==> config.mk <==
export PLATFORM = sky130hd
export DESIGN_NAME = ifetch
export DESIGN_NICKNAME = d
export VERILOG_FILES = /design/src/rtl/ifetch_pkg.sv /design/src/rtl/ifetch_npc.sv /design/src/rtl/ifetch.sv
export SDC_FILE = /design/constraint.sdc
export NUM_CORES = 1
export LEC_CHECK = 0
export ABC_CLOCK_PERIOD_IN_PS = 6000
export CAP_MARGIN = 20
export CORE_AREA = 2 2 124 138
export DETAILED_ROUTE_END_ITERATION = 8
export DIE_AREA = 0 0 126 140
export PLACE_DENSITY = 0.79
export SLEW_MARGIN = 15
export SYNTH_ARGS = -nofsm -noshare
export SYNTH_HDL_FRONTEND = slang
export SYNTH_SLANG_ARGS = --single-unit
==> constraint.sdc <==
create_clock -name clk -period 6 [get_ports clk]
set_input_delay 0.9 -clock clk [delete_from_list [all_inputs] [get_ports clk]]
set_output_delay 0.9 -clock clk [all_outputs]
set_load 0.02 [all_outputs]
==> src/rtl/ifetch_pkg.sv <==
// Shared encodings for the instruction fetch stage: FSM states, branch codes,
// default reset PC and the branch-offset helper.
package ifetch_pkg;

    localparam int unsigned XLEN = 32;
    localparam int unsigned CB_W = 4;

    typedef enum logic [1:0] {
        ST_IDLE  = 2'd0,
        ST_FETCH = 2'd1,
        ST_WAIT  = 2'd2,
        ST_HOLD  = 2'd3
    } state_t;

    localparam logic [CB_W-1:0] CB_NOJUMP = 4'd0;
    localparam logic [CB_W-1:0] CB_BR_BEQ = 4'd1;
    localparam logic [CB_W-1:0] CB_BR_J   = 4'd2;

    localparam logic [XLEN-1:0] DEFAULT_RESET_PC = 32'h0000_3000;

    // Word offset of a beq immediate, sign-extended and scaled to bytes.
    function automatic logic [XLEN-1:0] br_offset(input logic [15:0] imm);
        return {{14{imm[15]}}, imm, 2'b00};
    endfunction

endpackage

==> src/rtl/ifetch_npc.sv <==
// Next-PC computation: sequential, beq target or j target. Purely combinational
// so a pipelined core can reuse it unchanged.
module ifetch_npc
    import ifetch_pkg::*;
(
    input  logic [XLEN-1:0] pc,
    input  logic [XLEN-1:0] inst,
    input  logic [CB_W-1:0] cb,
    input  logic            zero,
    output logic [XLEN-1:0] pc_plus4,
    output logic [XLEN-1:0] next_pc
);

    always_comb begin
        pc_plus4 = pc + XLEN'(4);
        next_pc  = pc_plus4;
        case (cb)
            CB_BR_J:   next_pc = {pc_plus4[31:28], inst[25:0], 2'b00};
            CB_BR_BEQ: if (zero) next_pc = pc_plus4 + br_offset(inst[15:0]);
            default:   next_pc = pc_plus4;
        endcase
    end

endmodule

==> src/rtl/ifetch.sv <==
// Instruction fetch stage: PC register, request/response handshake with
// instruction memory, and one held instruction presented to decode.
module ifetch
    import ifetch_pkg::*;
#(
    parameter logic [XLEN-1:0] RESET_PC = DEFAULT_RESET_PC
) (
    input  logic            clk,
    input  logic            rst_n,
    output logic            imem_req,
    output logic [XLEN-1:0] imem_addr,
    input  logic            imem_gnt,
    input  logic            imem_rvalid,
    input  logic [XLEN-1:0] imem_rdata,
    output logic [XLEN-1:0] inst,
    output logic            inst_valid,
    input  logic            inst_ready,
    input  logic [CB_W-1:0] cb,
    input  logic            zero,
    output logic [XLEN-1:0] pc,
    output logic [XLEN-1:0] pc_plus4,
    output logic [XLEN-1:0] icount
);

    localparam logic [XLEN-1:0] PC_INIT = {RESET_PC[XLEN-1:2], 2'b00};

    state_t          state_q;
    state_t          state_d;
    logic            req_d;
    logic            valid_d;
    logic            inst_load;
    logic            retire;
    logic [XLEN-1:0] next_pc;

    ifetch_npc u_npc (
        .pc       (pc),
        .inst     (inst),
        .cb       (cb),
        .zero     (zero),
        .pc_plus4 (pc_plus4),
        .next_pc  (next_pc)
    );

    assign imem_addr = pc;

    // State register
    always_ff @(posedge clk or negedge rst_n) begin
        if (!rst_n) begin
            state_q <= ST_IDLE;
        end else begin
            state_q <= state_d;
        end
    end

    // Next-state logic
    always_comb begin
        state_d = state_q;
        case (state_q)
            ST_IDLE:  state_d = ST_FETCH;
            ST_FETCH: if (imem_gnt)    state_d = ST_WAIT;
            ST_WAIT:  if (imem_rvalid) state_d = ST_HOLD;
            ST_HOLD:  if (inst_ready)  state_d = ST_FETCH;
            default:  state_d = ST_IDLE;
        endcase
    end

    // Output/control decode; handshake outputs are registered from state_d
    always_comb begin
        req_d     = 1'b0;
        valid_d   = 1'b0;
        inst_load = 1'b0;
        retire    = 1'b0;
        if (state_d == ST_FETCH) req_d   = 1'b1;
        if (state_d == ST_HOLD)  valid_d = 1'b1;
        if (state_q == ST_WAIT && imem_rvalid) inst_load = 1'b1;
        if (state_q == ST_HOLD && inst_ready)  retire    = 1'b1;
    end

    always_ff @(posedge clk or negedge rst_n) begin
        if (!rst_n) begin
            imem_req   <= 1'b0;
            inst_valid <= 1'b0;
        end else begin
            imem_req   <= req_d;
            inst_valid <= valid_d;
        end
    end

    // Datapath registers: held instruction, PC and retire counter
    always_ff @(posedge clk or negedge rst_n) begin
        if (!rst_n) begin
            inst   <= '0;
            pc     <= PC_INIT;
            icount <= '0;
        end else begin
            if (inst_load) begin
                inst <= imem_rdata;
            end
            if (retire) begin
                pc     <= {next_pc[XLEN-1:2], 2'b00};
                icount <= icount + XLEN'(1);
            end
        end
    end

endmodule

==> results of run 1 <==
## layout by cell type (no fill, tap or decap), types with 19 or more instances in the layout
| cell | n |
|---|---|
| ha_1 | 36 |
| dfrtp_1 | 96 |
| xnor2_1 | 54 |
| nand3_1 | 27 |
| nand2_1 | 79 |
| o21ai_1 | 22 |
| nor2_1 | 50 |
| mux2_2 | 32 |
| xor2_1 | 33 |
| clkdlybuf4s50_1 | 196 |
| a21oi_1 | 41 |
| o21ai_0 | 19 |
## through the flow
stage	setup slack (ns)	util, %
global placement	2.12	53.3
CTS	1.63	55.2
detailed placement	1.98	53.3
floorplan	2.08	-
finish	1.61	55.2
global route	1.40	55.2
## power by group through the flow
stage	clock, uW	sequential, uW	combinational [uW]
after floorplan	0	1400	2010
after global placement	0	1220	3290
after CTS	615	1220	3350
final	600	1220	3350
after global routing	641	1260	3620
after detailed placement	0	1230	3330
## cells in the mapped netlist (19+ instances only)
cell type  instances
a21oi_1           41
buf_4             36
dfrtp_1           96
ha_1              36
mux2_2            32
nand2_1           79
nand3_1           28
nor2_1            50
o21ai_0           19
o21ai_1           22
xnor2_1           54
xor2_1            33
## state kept, by name (all words and copies together), names as in the netlist
register    count
icount         32
inst           32
imem_addr      30
state_q         2
imem_req        1
inst_valid      1
## logic make-up after synthesis
| kind of cell | after synthesis |
|---|---|
| compound gates | 163 |
| xor+xnor | 87 |
| fa+ha+maj | 37 |
| buf+inv | 67 |
| flops | 98 |
| mux | 35 |
| other cells | 1 |
| simple gates | 228 |
## area by class of cell
cell class,count,area [um2]
inverter,11,41.3
fill,1490,7250
clock buffer,9,225
clock inverter,7,81.3
multi-input combinational,556,3870
tap,204,255
timing repair buffer,202,2010
sequential,98,2450
## routing by layer
| layer | vias up | share of wire (%) | wire [um] | track usage (%) |
|---|---|---|---|---|
| met4 | 0 | 3.0 | 579 | 10.0 |
| met3 | 37 | 6.0 | 1140 | 4.05 |
| li1 | 2872 | - | - | - |
| met2 | 194 | 49 | 9400 | 36.4 |
| met1 | 2920 | 42 | 7980 | 26.6 |
| met5 | - | 0 | 0 | 0 |
## worst register-to-register path: cells and delay by family, from the launching register on
family	cells	cell delay (ns)
AND/OR/NAND/NOR	5	1.01
AO/OA/AOI/OAI	7	1.44
flip-flops	1	0.49
XOR/XNOR	2	0.42
adder cells (fa/ha/maj)	2	0.65
## how the worst min path moves through the flow
| stage | cells after the start | startpoint | endpoint |
|---|---|---|---|
| 6_report | 1 | rst_n | inst[31] |
| 4_1_cts | 1 | rst_n | inst[31] |
| 3_3_place_gp | 1 | icount[31] | icount[31] |
| 2_1_floorplan | 1 | state_q[1] | state_q[0] |
| 5_1_grt | 1 | rst_n | inst[31] |
| 3_5_place_dp | 1 | icount[19] | icount[19] |
==> results.md, run 1 <==
* Share of cells above drive strength 1 at 8.72%
* Final Hold Fails at 0
* P_int at roughly 2700 uW
* Die X at 126 um
* Area leader, netlist: dfrtp_1
* Relative slew slack at between 30 and 40%
* Most used flip-flop cell after synthesis: dfrtp_1
* Skew-Pair Late Insertion Delay at 0.36 ns
* Worst slew pin tran at 0.968 ns
* Status: complete, no violations
* Nature of the critical path startpoint: register
* Setup crit start: imem_addr[2]
* Unrepaired setup endpoints after global routing: no
* Hold_buf cts at 0
* Post-synthesis simple-gate area fraction at 16.3%
* Critical Path Sink: pc_plus4[30]
* Clk_skew at 0.00783 ns
* Worst min path class: primary input to async pin
* Crit path kind: register to output port
* Worst-path fanout max at 8
* Slowest cell on crit path: clkdlybuf4s50_1
* Area added between synthesis and finish at 33.5%
* Iter 0 DRT Violations at between 300 and 400
* Antenna Nets Post-Route at 0
* CTS H-tree depth at 3
* Number of global-route vias before repair at 5949
* Final Critical Period at 4.39 ns
* Clk buf depth at 2
* Post-Synth Adder-Cell Area at 7.03%
* Mapped Area at 6690 um2
* Sw Share at 47.5%
* Final Instance Count excl. Fillers at 1087
* WL/cell at 17.6 um
* Initial antenna violation count at 0
* DR vias at between 6000 and 7000
* LEAKAGE at 0.00379 uW
* First-pass GRT wire length at slightly above 30000 um
* Synth Area in Compound Gates at between 15 and 20%
* Worst Hold Margin at around 0.42 ns
* Post-Place Cells at roughly 1100
* Post-Layout Inst Area at roughly 8900 um2
* Fin nets at 957
* Resized Gates After CTS at 0
* Multiplexer share of the synthesized area at just under 6%
* Yosys top cell area share at between 30% and 40%
* CP arrival at 3.49 ns
* Post-synth EDFFs at 0
* Seq cells post-synth at 98
* Power share of the clock group at 11.6%
* Final Max Slew Viols at 0
* Worst path cell trace: ha_1 > nand3_1 > nor2_1 > nand2_1 > nor2_2 > and3_1 > nand3_1 > xnor2_1 > clkdlybuf4s50_1
* Largest family of logic cells by synthesized area: compound AO/OA/AOI/OAI gates
* Max Cap Viol at 0
* Final Power at 5170 uW
* XOR/XNOR share of the synthesized area at ~11%
* Ant diodes at 0
* Switching power total at roughly 2500 uW
* Crit. End Element: output port
* Delay of the slowest cell on the worst path at roughly 0.66 ns
* Largest cells by area after synthesis: dfrtp_1 (36%), xnor2_1 (7.1%), ha_1 (6.7%)
* Die area at 17600 um2
* Synth unique cells at 64
* Power Density at 578 nW/um2
* WP depth at 9
* Final setup fails at 0
* Fraction of registers with async set/reset at 100%
* HPWL reported at the end of detailed placement at 14200 um
* CTS tree: done
* R2R depth at 16
* Peak supply drop at 0.000272 V
* CTS buffer count at 9
* Root Driver: clkbuf_16
* Setup TNS at 0 ns
* Critical Path RT at about 5.1 ns
* All-layer global routing usage at 21.5%
* Syn avg cell area at roughly 9.3 um2
* Routability cong. at 0.878
* Clock Sinks at 98
* Logic gate share of total power at 64.8%
* Port Buffers at between 150 and 200
* Crit Reg-Reg Endpoint: imem_addr[27]
* # IOs at around 200
* Global route total overflow at 0
* Sequential area share after synthesis at between 30% and 40%
* Post-CTS setup repair buffer count at 0
* Reg2Reg Setup Slack at 1.86 ns
* Sequential fraction of design power at 23.5%
* Crit share post-route at 73.2%
* DRC at 0
* Largest net degree at the start of global routing at 76
* Yosys warnings at 0
* Drt total wl at 19100 um
* Vias per cell at 5.54
* Worst-path clk slew at around 0.080 ns
* Core area at between 15000 and 20000 um2
* Die height at 140 um
* Syn Inst Count at around 720
* Cell Rows at 49
* Top delay family on crit path: simple AND/OR/NAND/NOR gates
* F_max at 0.228 GHz
* Reg2reg start: imem_addr[2]
* Placed Area at 8630 um2
* WP buf/inv at 1
* Detailed Routing Iterations Pass 1 at 6
* Top cell by count, worst path: nand3_1
* Starting Density at between 40% and 50%
No activity file was read; power rests on OpenSTA's default activity.
==> inputs of run 2 (changes only) <==
Settings changed: ABC_CLOCK_PERIOD_IN_PS 6000 to 4500.
Clock period 6 ns to 4.5 ns, I/O delays scaled along.
==> run 2 against run 1 <==
  * Global-route usage barely moved
  * Core utilization barely moved
  * Register-to-register slack got worse by 1.5 ns
  * Critical endpoint unchanged
==> results.md, run 2 (synthesis results as in run 1) <==
* All-layer global routing usage at 21.6% (+0.033 points)
* Worst-path fanout max at 8 (unchanged)
* Starting Density at 41.3% (unchanged)
* R2R depth at 18 (+2)
* Crit Reg-Reg Endpoint: imem_addr[31]
* CTS buffer count at 9 (unchanged)
* Ant diodes at 0 (unchanged)
* Routability cong. at 0.924 (+5.2%)
* # IOs at 204 (unchanged)
* Final WS setup at 0.328 ns (-1.28 ns)
* Antenna Nets Post-Route at 0 (unchanged)
* Top delay family on crit path: simple AND/OR/NAND/NOR gates
* Setup TNS at 0 ns (unchanged)
* Most common cell after layout, fill and taps aside: clkdlybuf4s50_1
* Worst-path clk slew at 0.07 ns (about the same)
* Final Instance Count excl. Fillers at 1088 (+0.092%)
* Reg2Reg Setup Slack at 0.41 ns (-1.45 ns)
* Post-CTS setup repair buffer count at 0 (unchanged)
* Drt total wl at 19100 um (-0.24%)
* Core area at 16200 um2 (unchanged)
* Peak supply drop at 0.000328 V (+20%)
* Clk_skew at 0.00929 ns (+0.00145 ns)
* Resized Gates After CTS at 0 (unchanged)
* Die area at 17600 um2 (unchanged)
* Iter 0 DRT Violations at 360 (+1.1%)
* Area added between synthesis and finish at 33.7% (about the same)
* DR vias at 5965 (-0.96%)
* Final Max Slew Viols at 0 (unchanged)
* Fin nets at 958 (+0.10%)
* Post-layout util at 55.3% (about the same)
* Crit share post-route at just over 90%
* Global route total overflow at 0 (unchanged)
* Initial antenna violation count at 0 (unchanged)
* Die height at 140 um (unchanged)
* Relative slew slack at 36.2% (+0.66 points)
* HPWL reported at the end of detailed placement at 14400 um (+1.1%)
* Detailed Routing Iterations Pass 1 at 5 (-1)
* Vias per cell at 5.48 (-1.1%)
* Delay of the slowest cell on the worst path at 0.66 ns (about the same)
* Status: complete, no violations
* F_max at 0.240 GHz
* Final Hold Fails at 0 (unchanged)
* Power Density at 768 nW/um2 (+33%)
* Most frequent cells in the layout: clkdlybuf4s50_1 (196), dfrtp_1 (96), nand2_1 (79)
* Clk buf depth at 2 (unchanged)
* Final setup fails at 0 (unchanged)
* CTS H-tree depth at 3 (unchanged)
* Port Buffers at 197 (unchanged)
* LEAKAGE at 0.00380 uW (+0.11%)
* Critical Path RT at 3.83 ns (-1.27 ns)
* Worst slew pin tran at 0.958 ns (-0.00990 ns)
* First-pass GRT wire length at 30800 um (+0.45%)
* Number of global-route vias before repair at 5903 (-0.77%)
* Max Cap Viol at 0 (unchanged)
* WP buf/inv at 1 (unchanged)
* Clock Sinks at 98 (unchanged)
* Worst min path class: primary input to async pin
* Hold_buf cts at 0 (unchanged)
* Top cell by count, worst path: nand3_1
* # fillers at 1474 (-1.1%)
* DRC at 0 (unchanged)
* Reg2reg start: imem_addr[2]
* Share of cells above drive strength 1 at 8.82% (+0.10 points)
* Root Driver: clkbuf_16
* Post-Place Cells at 1072 (+0.093%)
* Crit path kind: register to output port
* Crit. End Element: output port
* Sequential Area at 2450 um2 (unchanged)
* Nature of the critical path startpoint: register
* Die X at 126 um (unchanged)
* Unrepaired setup endpoints after global routing: no
* CP arrival at 3.50 ns (about the same)
* Slowest cell on crit path: clkdlybuf4s50_1
* Final Critical Period at 4.17 ns
* Worst path cell trace: ha_1 > nand3_1 > nor2_1 > nand2_1 > nor2_2 > and3_1 > nand3_1 > xnor2_1 > clkdlybuf4s50_1
* Largest net degree at the start of global routing at 76 (unchanged)
* CTS tree: done
* Combined area of the multi-input logic cells at 3870 um2 (unchanged)
* Skew-Pair Late Insertion Delay at 0.37 ns (about the same)
* WL/cell at 17.5 um (-0.33%)
* Worst slack, placed at 0.520 ns (-1.46 ns)
* Cell Rows at 49 (unchanged)
[run 2: worst max path at each step]
stage / from / endpoint / cells past startpoint
6_report: imem_addr[2] / pc_plus4[30] / 9
4_1_cts: imem_addr[2] / pc_plus4[30] / 9
3_3_place_gp: imem_addr[2] / imem_addr[31] / 18
3_5_place_dp: imem_addr[2] / imem_addr[31] / 18
5_1_grt: imem_addr[2] / pc_plus4[30] / 9
2_1_floorplan: imem_addr[12] / imem_addr[31] / 19
[run 2: per-layer routing]
| metal | global-route usage (%) | part of all wire (%) | up-vias |
|---|---|---|---|
| li1 | - | - | 2859 |
| met5 | 0 | 0 | - |
| met1 | 26.5 | 42 | 2897 |
| met3 | 3.51 | 5.1 | 33 |
| met2 | 38.2 | 51 | 176 |
| met4 | 7.63 | 2.1 | 0 |
[run 2: area by class of cell]
class	count	area share, %
Clock buffer	9	2.52
Clock inverter	7	0.909
Inverter	11	0.462
Multi-Input combinational cell	556	43.3
Sequential cell	98	27.4
Tap cell	204	2.85
Timing Repair Buffer	203	22.5
[run 2: report_power, final]
group,leakage (uW),internal [uW],switching (uW),total [uW]
clock network,0.000150,397,402,799
registers,0.00123,1180,438,1620
logic,0.00241,2040,2410,4450
total,0.00380,3620,3250,6870
[run 2: per-stage QoR]
step	total power, uW	hold WS [ns]	instance area [um2]
6_report	6870	0.462	8940
4_1_cts	6890	0.485	8940
3_5_place_dp	6050	0.474	8640
3_3_place_gp	6000	0.462	8640
5_1_grt	7330	0.515	8940
2_1_floorplan	4540	0.379	6710
